File: config.mk
export PLATFORM = sky130hd
export DESIGN_NAME = ctrl_sequencer_flat
export DESIGN_NICKNAME = d
export VERILOG_FILES = /design/src/rtl/ctrl_sequencer_if.sv /design/src/rtl/ctrl_sequencer.sv /design/src/flat_wrapper.sv
export SDC_FILE = /design/constraint.sdc
export NUM_CORES = 1
export LEC_CHECK = 0
export BUFFER_PORTS_ARGS = -buffer_cell sky130_fd_sc_hd__buf_2
export CORE_AREA = 2 2 55 57
export DETAILED_ROUTE_END_ITERATION = 8
export DIE_AREA = 0 0 57 59
export PLACE_DENSITY = 0.71
export SETUP_SLACK_MARGIN = 0.15
export SYNTH_ARGS = -nofsm -noshare
export SYNTH_HDL_FRONTEND = slang
export SYNTH_SLANG_ARGS = --single-unit
File: constraint.sdc
create_clock -name clk -period 3.3 [get_ports clk]
set_clock_uncertainty 0.2 [all_clocks]
set_input_delay 0.495 -clock clk [delete_from_list [all_inputs] [get_ports clk]]
set_output_delay 0.495 -clock clk [all_outputs]
set_load 0.02 [all_outputs]
File: src/rtl/ctrl_sequencer_if.sv
// Control bundle between the sequencer and the CPU datapath/memory.
// The master modport is the sequencer side; the slave modport is the datapath side.
interface ctrl_sequencer_if #(
   parameter int OP_W  = 4,
   parameter int CNT_W = 18
);
   logic [OP_W-1:0]  opcode;
   logic             zero_flag;
   logic             mem_ready;
   logic             pc_en;
   logic             pc_sel;
   logic             ir_en;
   logic             addr_sel;
   logic             mem_rd;
   logic             mem_wr;
   logic             rf_we;
   logic             wb_sel;
   logic             halted;
   logic [2:0]       state;
   logic [CNT_W-1:0] retired;

   modport master (
      input  opcode, zero_flag, mem_ready,
      output pc_en, pc_sel, ir_en, addr_sel, mem_rd, mem_wr, rf_we, wb_sel,
             halted, state, retired
   );

   modport slave (
      output opcode, zero_flag, mem_ready,
      input  pc_en, pc_sel, ir_en, addr_sel, mem_rd, mem_wr, rf_we, wb_sel,
             halted, state, retired
   );
endinterface

File: src/rtl/ctrl_sequencer.sv
// Multi-cycle fetch/decode/execute sequencer: drives datapath load enables and
// memory strobes from the current state, and counts retired instructions.
module ctrl_sequencer #(
   parameter int OP_W  = 4,
   parameter int CNT_W = 18
) (
   input logic              clk,
   input logic              reset,
   ctrl_sequencer_if.master bus
);
   typedef enum logic [2:0] {
      S_FETCH  = 3'd0,
      S_DECODE = 3'd1,
      S_EXEC   = 3'd2,
      S_MEM    = 3'd3,
      S_WB     = 3'd4,
      S_HALT   = 3'd5
   } state_t;

   typedef enum logic [2:0] {
      C_NOP = 3'd0,
      C_ALU = 3'd1,
      C_LD  = 3'd2,
      C_ST  = 3'd3,
      C_BEQ = 3'd4,
      C_JMP = 3'd5,
      C_HLT = 3'd6
   } op_class_t;

   state_t           state_r;
   state_t           state_nxt_s;
   op_class_t        cls_s;
   logic [3:0]       op_s;
   logic [CNT_W-1:0] retired_r;
   logic             retire_s;
   logic             pc_en_s, pc_sel_s, ir_en_s, addr_sel_s;
   logic             mem_rd_s, mem_wr_s, rf_we_s, wb_sel_s, halted_s;

   assign op_s = bus.opcode[OP_W-1:OP_W-4];

   // Opcode class decode
   always_comb begin
      cls_s = C_NOP;
      case (op_s)
         4'b0000:                            cls_s = C_NOP;
         4'b0001, 4'b0010, 4'b0011, 4'b0100,
         4'b0101, 4'b0110, 4'b0111:          cls_s = C_ALU;
         4'b1000:                            cls_s = C_LD;
         4'b1001:                            cls_s = C_ST;
         4'b1010:                            cls_s = C_BEQ;
         4'b1011:                            cls_s = C_JMP;
         4'b1111:                            cls_s = C_HLT;
         default:                            cls_s = C_NOP;
      endcase
   end

   // Next-state and combinational control outputs
   always_comb begin
      state_nxt_s = state_r;
      pc_en_s     = 1'b0;
      pc_sel_s    = 1'b0;
      ir_en_s     = 1'b0;
      addr_sel_s  = 1'b0;
      mem_rd_s    = 1'b0;
      mem_wr_s    = 1'b0;
      rf_we_s     = 1'b0;
      wb_sel_s    = 1'b0;
      halted_s    = 1'b0;
      if (reset) begin
         state_nxt_s = S_FETCH;
      end else begin
         case (state_r)
            S_FETCH: begin
               mem_rd_s = 1'b1;
               if (bus.mem_ready) begin
                  ir_en_s     = 1'b1;
                  pc_en_s     = 1'b1;
                  state_nxt_s = S_DECODE;
               end else begin
                  state_nxt_s = S_FETCH;
               end
            end
            S_DECODE: begin
               if (cls_s == C_NOP)      state_nxt_s = S_FETCH;
               else if (cls_s == C_HLT) state_nxt_s = S_HALT;
               else                     state_nxt_s = S_EXEC;
            end
            S_EXEC: begin
               case (cls_s)
                  C_ALU:       state_nxt_s = S_WB;
                  C_LD, C_ST:  state_nxt_s = S_MEM;
                  C_BEQ: begin
                     pc_sel_s    = 1'b1;
                     pc_en_s     = bus.zero_flag;
                     state_nxt_s = S_FETCH;
                  end
                  C_JMP: begin
                     pc_sel_s    = 1'b1;
                     pc_en_s     = 1'b1;
                     state_nxt_s = S_FETCH;
                  end
                  default:     state_nxt_s = S_FETCH;
               endcase
            end
            S_MEM: begin
               addr_sel_s = 1'b1;
               // A store completes the instruction; a load still needs write-back.
               if (cls_s == C_LD) begin
                  mem_rd_s    = 1'b1;
                  state_nxt_s = bus.mem_ready ? S_WB : S_MEM;
               end else if (cls_s == C_ST) begin
                  mem_wr_s    = 1'b1;
                  state_nxt_s = bus.mem_ready ? S_FETCH : S_MEM;
               end else begin
                  state_nxt_s = S_FETCH;
               end
            end
            S_WB: begin
               rf_we_s     = 1'b1;
               wb_sel_s    = (cls_s == C_LD);
               state_nxt_s = S_FETCH;
            end
            S_HALT: begin
               halted_s    = 1'b1;
               state_nxt_s = S_HALT;
            end
            default: state_nxt_s = S_FETCH;
         endcase
      end
   end

   // Retire strobe: instruction completion, including the final HLT
   always_comb begin
      retire_s = 1'b0;
      if (reset) begin
         retire_s = 1'b0;
      end else if (state_nxt_s == S_FETCH) begin
         retire_s = (state_r inside {S_DECODE, S_EXEC, S_MEM, S_WB});
      end else if (state_nxt_s == S_HALT) begin
         retire_s = (state_r == S_DECODE);
      end else begin
         retire_s = 1'b0;
      end
   end

   // State register and wrapping retired-instruction counter
   always_ff @(posedge clk) begin
      if (reset) begin
         state_r   <= S_FETCH;
         retired_r <= {CNT_W{1'b0}};
      end else begin
         state_r   <= state_nxt_s;
         retired_r <= retired_r + {{(CNT_W-1){1'b0}}, retire_s};
      end
   end

   assign bus.pc_en    = pc_en_s;
   assign bus.pc_sel   = pc_sel_s;
   assign bus.ir_en    = ir_en_s;
   assign bus.addr_sel = addr_sel_s;
   assign bus.mem_rd   = mem_rd_s;
   assign bus.mem_wr   = mem_wr_s;
   assign bus.rf_we    = rf_we_s;
   assign bus.wb_sel   = wb_sel_s;
   assign bus.halted   = halted_s;
   assign bus.state    = state_r;
   assign bus.retired  = retired_r;
endmodule

File: src/flat_wrapper.sv
// flat-port wrapper written by rule: the top's interface ports become plain ports
module ctrl_sequencer_flat 
#(
   parameter int OP_W  = 4,
   parameter int CNT_W = 18
)
  (clk, reset, bus_opcode, bus_zero_flag, bus_mem_ready, bus_pc_en, bus_pc_sel, bus_ir_en, bus_addr_sel, bus_mem_rd, bus_mem_wr, bus_rf_we, bus_wb_sel, bus_halted, bus_state, bus_retired);
  ctrl_sequencer_if #(.OP_W(OP_W), .CNT_W(CNT_W)) bus_i ();
  input logic clk;
  input logic reset;
  input wire logic [$bits(bus_i.opcode)-1:0] bus_opcode;
  input wire logic [$bits(bus_i.zero_flag)-1:0] bus_zero_flag;
  input wire logic [$bits(bus_i.mem_ready)-1:0] bus_mem_ready;
  output wire logic [$bits(bus_i.pc_en)-1:0] bus_pc_en;
  output wire logic [$bits(bus_i.pc_sel)-1:0] bus_pc_sel;
  output wire logic [$bits(bus_i.ir_en)-1:0] bus_ir_en;
  output wire logic [$bits(bus_i.addr_sel)-1:0] bus_addr_sel;
  output wire logic [$bits(bus_i.mem_rd)-1:0] bus_mem_rd;
  output wire logic [$bits(bus_i.mem_wr)-1:0] bus_mem_wr;
  output wire logic [$bits(bus_i.rf_we)-1:0] bus_rf_we;
  output wire logic [$bits(bus_i.wb_sel)-1:0] bus_wb_sel;
  output wire logic [$bits(bus_i.halted)-1:0] bus_halted;
  output wire logic [$bits(bus_i.state)-1:0] bus_state;
  output wire logic [$bits(bus_i.retired)-1:0] bus_retired;
  assign bus_i.opcode = bus_opcode;
  assign bus_i.zero_flag = bus_zero_flag;
  assign bus_i.mem_ready = bus_mem_ready;
  assign bus_pc_en = bus_i.pc_en;
  assign bus_pc_sel = bus_i.pc_sel;
  assign bus_ir_en = bus_i.ir_en;
  assign bus_addr_sel = bus_i.addr_sel;
  assign bus_mem_rd = bus_i.mem_rd;
  assign bus_mem_wr = bus_i.mem_wr;
  assign bus_rf_we = bus_i.rf_we;
  assign bus_wb_sel = bus_i.wb_sel;
  assign bus_halted = bus_i.halted;
  assign bus_state = bus_i.state;
  assign bus_retired = bus_i.retired;
  ctrl_sequencer #(.OP_W(OP_W), .CNT_W(CNT_W)) u_core (.clk(clk), .reset(reset), .bus(bus_i));
endmodule
; ---- Word level (Yosys, flattened, before mapping)
; Memories as Yosys holds them, arrays and structs flattened.
; Index checks and enable logic that the tools add are counted.
[op_classes]
n_addsub = 1
multipliers = 0
div_mod_pow = 0
order_cmp = 0
n_eq_ne = 12
shifts = 0
mux = 37
n_bitwise = 0
reduce_logical = 6
[ops]
columns = cell, count
row1 = 2-to-1 mux 1 bit, 25
row2 = adder 18 x 1 -> 18 bit, 1
row3 = "equality test 3 bit, second input constant", 6
row4 = 2-to-1 mux 3 bit, 6
row5 = case mux 3 bit (5 select lines), 1
row6 = "equality test 3 x 2 -> 1 bit, second input constant", 4
row7 = logical NOT 3 bit, 3
row8 = "equality test 3 x 1 -> 1 bit, second input constant", 2
row9 = case mux 1 bit (2 select lines), 3
row10 = case mux 3 bit (2 select lines), 1
row11 = nonzero test 4 bit, 1
row12 = OR reduction 2 bit, 2
row13 = 2-to-1 mux 2 bit, 1
[word_totals]
regBits = 21
latch_bits = 0
mem_bits_rw = 0
rom_bits = 48
input_bits = 8
output_inout_bits = 30
elab_cells = 59
memories = 1
[memory_table]
columns = memory, words, word_bits, rd, rd_clocked_by_memory_dff, wr, line_no
row1 = (name not given), 16, 3, 1, 0, 0, ctrl_sequencer.sv:44  ; case (op_s)

; ---- Depth between registers and ports, before layout
; An unclocked memory read counts as a cell.
[logic_depth]
ltp_word = 11
mapped_depth = 11
ltp_nobuf = 10

; ---- Least setup slack after synthesis
; OpenSTA, ideal clock, no wires.
[synth_timing]
kind = input to register
startpoint = in bus_opcode[3]
endpoint = reg u_core.retired_r[16], in the netlist u_core.bus.retired[16]
setup_ps = 70
arrival_time_ps = 3012
required_ps = 3030
slack_ps = 18
path_stages = 11
n_path_buf = 1
cell_sequence = clkbuf_1 -> a41oi_1 -> o2bb2ai_1 -> or4_1 -> o21ai_0 -> ha_1 -> ha_1 -> nand3_2 -> or3_1 -> or3_1 -> a21oi_1
[synth_between]
elab_chain_cells = 11
elab_cells_between_ends = 20
classes_between = add/sub (1) / eq/ne (5) / mux (10) / reduce/logical (3) / memory (1)
[synth_lines]
columns = item, line_no
row1 = "start, declared", flat_wrapper.sv:11  ; input wire logic [$bits(bus_i.opcode)-1:0] bus_opcode;
row2 = memory read (16 x 3 bit) *, --
row3 = "equality test 3 x 2 -> 1 bit, or another cell as far along", "ctrl_sequencer.sv:89, ctrl_sequencer.sv:111"
row4 = "OR reduction 2 bit, or another cell as far along", ctrl_sequencer.sv:89  ; case (cls_s)
row5 = "case mux 3 bit (2 select lines), or another cell as far along", ctrl_sequencer.sv:89
row6 = case mux 3 bit (5 select lines) *, ctrl_sequencer.sv:72  ; case (state_r)
row7 = 2-to-1 mux 3 bit *, ctrl_sequencer.sv:69  ; if (reset) begin
row8 = equality test 3 bit, ctrl_sequencer.sv:139  ; end else if (state_nxt_s == S_HALT) begin
row9 = 2-to-1 mux 1 bit, ctrl_sequencer.sv:139
row10 = 2-to-1 mux 1 bit *, ctrl_sequencer.sv:137  ; end else if (state_nxt_s == S_FETCH) begin
row11 = 2-to-1 mux 1 bit *, ctrl_sequencer.sv:135  ; if (reset) begin
row12 = adder 18 x 1 -> 18 bit *, ctrl_sequencer.sv:153  ; retired_r <= retired_r + {{(CNT_W-1){1'b0}}, retire_s};
row13 = "end signal, assigned", ctrl_sequencer.sv:150  ; retired_r <= {CNT_W{1'b0}};
row14 = "end signal, assigned", ctrl_sequencer.sv:153
row15 = "end, declared", ctrl_sequencer.sv:34  ; logic [CNT_W-1:0] retired_r;
; Every way passes the cells marked *; elsewhere a longest branch is shown, timed or not.
; A chain may end at the register's enable or synchronous reset.

; ---- Worst setup path in the final report
[layout_timing]
startpoint = reg u_core.state_r[0], in the netlist u_core.bus.state[0]
endpoint = reg u_core.retired_r[16], in the netlist u_core.bus.retired[16]
[layout_between]
elab_chain_cells = 8
elab_cells_between_ends = 15
classes_between = add/sub (1) / eq/ne (6) / mux (5) / reduce/logical (3)
[layout_lines]
columns = item, line_no
row1 = "start, declared", ctrl_sequencer.sv:30  ; state_t state_r;
row2 = "start signal, assigned", ctrl_sequencer.sv:152  ; state_r <= state_nxt_s;
row3 = "equality test 3 bit, or another cell as far along", ctrl_sequencer.sv:72
row4 = case mux 3 bit (5 select lines), ctrl_sequencer.sv:72
row5 = 2-to-1 mux 3 bit, ctrl_sequencer.sv:69
row6 = equality test 3 bit, ctrl_sequencer.sv:139
row7 = 2-to-1 mux 1 bit, ctrl_sequencer.sv:139
row8 = 2-to-1 mux 1 bit *, ctrl_sequencer.sv:137
row9 = 2-to-1 mux 1 bit *, ctrl_sequencer.sv:135
row10 = adder 18 x 1 -> 18 bit *, ctrl_sequencer.sv:153
; Marked as above.

==> flow_metrics.tcl <==
set metrics [dict create \
    clockBufferDepth 2 \
    synth_edf_count 0 \
    met3_usage_pct 3.28 \
    chipHeight_um 59 \
    grt.total_usage_pct 16.7 \
    hold_viol 0 \
    ctsRootBufferMaster "clkbuf_4" \
    pre_cts_ws_ps 13.8 \
    syn-cell-area_um2 1150 \
    met1_usage_pct 19.6 \
    critPathCaptureType "register" \
    port_buffers 37 \
    drt_first_iter_violations 40 \
    slew_headroom_pct 67.1 \
    syn_nets 154 \
    nets 191 \
    finalCritPeriodShare_pct 89.4 \
    finalWorstSetupSlack_ps 348 \
    dp_hpwl_um 2080 \
    antennaDiodeCount 0 \
    drt-wirelength-per-cell_um 13.0 \
    worst-setup-path-type "register to register" \
    period_needed_ps 2950 \
    via_count 1186 \
    avgSynthCellArea_um2 7.99 \
    wl_um 2750 \
    cts_tree "done" \
    finalSetupTns_ps 0 \
    rsz0062_at_grt "no" \
    final-setup-viol-count 0 \
    die_x_um 57 \
    remaining_drc_errors 0 \
    antenna_found_initial 0 \
    core_um2 2710 \
    start_kind "register" \
    netlist_instances 144 \
    cts_made_buffers 3 \
    first_pass_iters 4 \
    grt_busiest_layer "met2" \
    routabilityCongestion 0.826 \
    hp-start "reset" \
    use_met2_pct 30.9 \
    first_global_vias 1109 \
    fill_cells 264 \
    timing.rr.start "u_core.bus.state[0]$_SDFF_PP0_" \
    cts_hold_buf 0 \
    post_cts_buffers 0 \
    synth.most_common_cell "nor2_1" \
    outcome "completed" \
    cts.reportedPaths.clkPinSlew_ps 120 \
    yosysTopAreaCell "dfxtp_1" \
    die_area_um2 3360 \
    max_freq_mhz 339 \
    powerDensity_nw_per_um2 322 \
    ys_top_cells_by_area "dfxtp_1 (37%), xnor2_1 (8.4%), nor2_1 (7.2%)" \
    leakagePower_nw 0.614 \
    grt_first_pass_wirelength_um 4570 \
    tightest_slew_ps 486 \
    cap_violations 0 \
    htreeDepth 1 \
    async_reset_ff_share_pct 0 \
    ant_nets 0 \
    clk_latency_ps 300 \
    syn2layout_area_growth_pct 25.5 \
    worstPathMaxFanout 11 \
    start_util_pct 42.5 \
    synth-main-ff-cell "dfxtp_1" \
    layout-drive-gt1-share_pct 31.1 \
    arrival_ps 3000 \
    grt_max_degree 20 \
    yosysUniqueCellTypes 36 \
    yosys_warnings 0 \
    slew_viol_final 0 \
    rows 19 \
    vdd_ir_drop_max_mv 0.211 \
    synthTopCellsByCount "nor2_1 (22), dfxtp_1 (21), xnor2_1 (11), a21oi_1 (7), nor3_1 (7)" \
    io_pins 38 \
    gr-total-overflow 0 \
    required_ps 3350 \
    hold_path.class "input port to register" \
    critPathLaunch "u_core.bus.state[0]$_SDFF_PP0_" \
    viasPerCell 5.62 \
    synth.top_cell.area_share_pct 36.5 \
    clock_sinks 21 \
    ys_seq_area_share_pct 36.5 \
    cts_resized 0 \
    ys_ff_latch 21 \
]
-- layer usage --
layer  vias up  share of wire, %
li1        579                 -
met1       558                43
met2        42                49
met3         7               6.4
met4         0               1.5
met5         -                 0
-- critical path: stages, from the launching register on --
cell	delay, ps
dfxtp_2	470
nand2b_1	180
nor4_1	70
or4_1	500
o21ai_1	140
ha_2	230
ha_4	160
nand3_4	70
or3_1	380
or3_1	350
a21oi_1	140
-- logic make-up after synthesis --
logic type      after synthesis  share of synthesized area [%]
mux                           1                          0.978
compound gates               20                           10.4
flops                        21                           36.5
simple gates                 74                           36.1
fa+ha+maj                     2                           2.17
xor+xnor                     12                           9.13
buf+inv                      14                           4.67
-- layout by cell type (no fill, tap or decap), types with 2 or more instances in the layout --
cell type / Yosys / routed
inv_1: 6 / 6
nand4_1: 3 / 3
nor4b_1: 2 / 2
o21ai_0: 6 / 5
buf_4: 0 / 3
a211o_1: 2 / 2
dfxtp_1: 21 / 18
nor2b_1: 4 / 4
nand2b_1: 3 / 2
or3_1: 5 / 5
dfxtp_2: 0 / 3
buf_2: 0 / 37
nand3_1: 6 / 6
nor3_1: 7 / 5
clkbuf_4: 0 / 3
nor4_1: 5 / 5
nor2_1: 22 / 22
xnor2_1: 11 / 11
and3_1: 4 / 4
nand2_1: 5 / 5
a21oi_1: 7 / 7
-- worst paths after layout --
kind / cells after the start / to / slack, ps
worst min-delay path: 2 / u_core.bus.retired[2]$_SDFF_PP0_ / 260
worst max-delay path: 10 / u_core.bus.retired[16]$_SDFF_PP0_ / 350
worst max register to register: 10 / u_core.bus.retired[16]$_SDFF_PP0_ / 350
worst min register to register: 2 / u_core.bus.retired[16]$_SDFF_PP0_ / 330
-- sequential cells by signal (all words and copies together) (netlist names) --
name and flops:
u_core.bus.retired 18, u_core.bus.state 3
-- stage by stage --
| stage | hold slack [ps] | cell area (µm²) | instances | util [%] | power [mW] |
|---|---|---|---|---|---|
| 6_report | 256 | 1450 | 211 | 53.3 | 0.465 |
| 3_5_place_dp | 306 | 1410 | 207 | 51.9 | 0.341 |
| 4_1_cts | 256 | 1430 | 211 | 52.9 | 0.462 |
| 5_1_grt | 272 | 1450 | 211 | 53.3 | 0.482 |
| 2_1_floorplan | 370 | 1190 | 144 | - | 0.319 |
| 3_3_place_gp | 304 | 1410 | 207 | 51.9 | 0.339 |
-- final cells by class --
cell class / count / area, µm² / area share (%)
sequential: 21 / 424 / 29.4
tap: 31 / 38.8 / 2.68
timing repair buffer: 40 / 208 / 14.4
multi-input combinational: 109 / 726 / 50.2
clock buffer: 4 / 26.3 / 1.82
inverter: 6 / 22.5 / 1.56
-- power breakdown --
part           leakage (nW)  internal [mW]  switching [mW]
combinational         0.428         0.0273          0.0420
sequential            0.171          0.259         0.00982
clock                0.0150         0.0471          0.0801
Power figures use the tool's default switching activity.
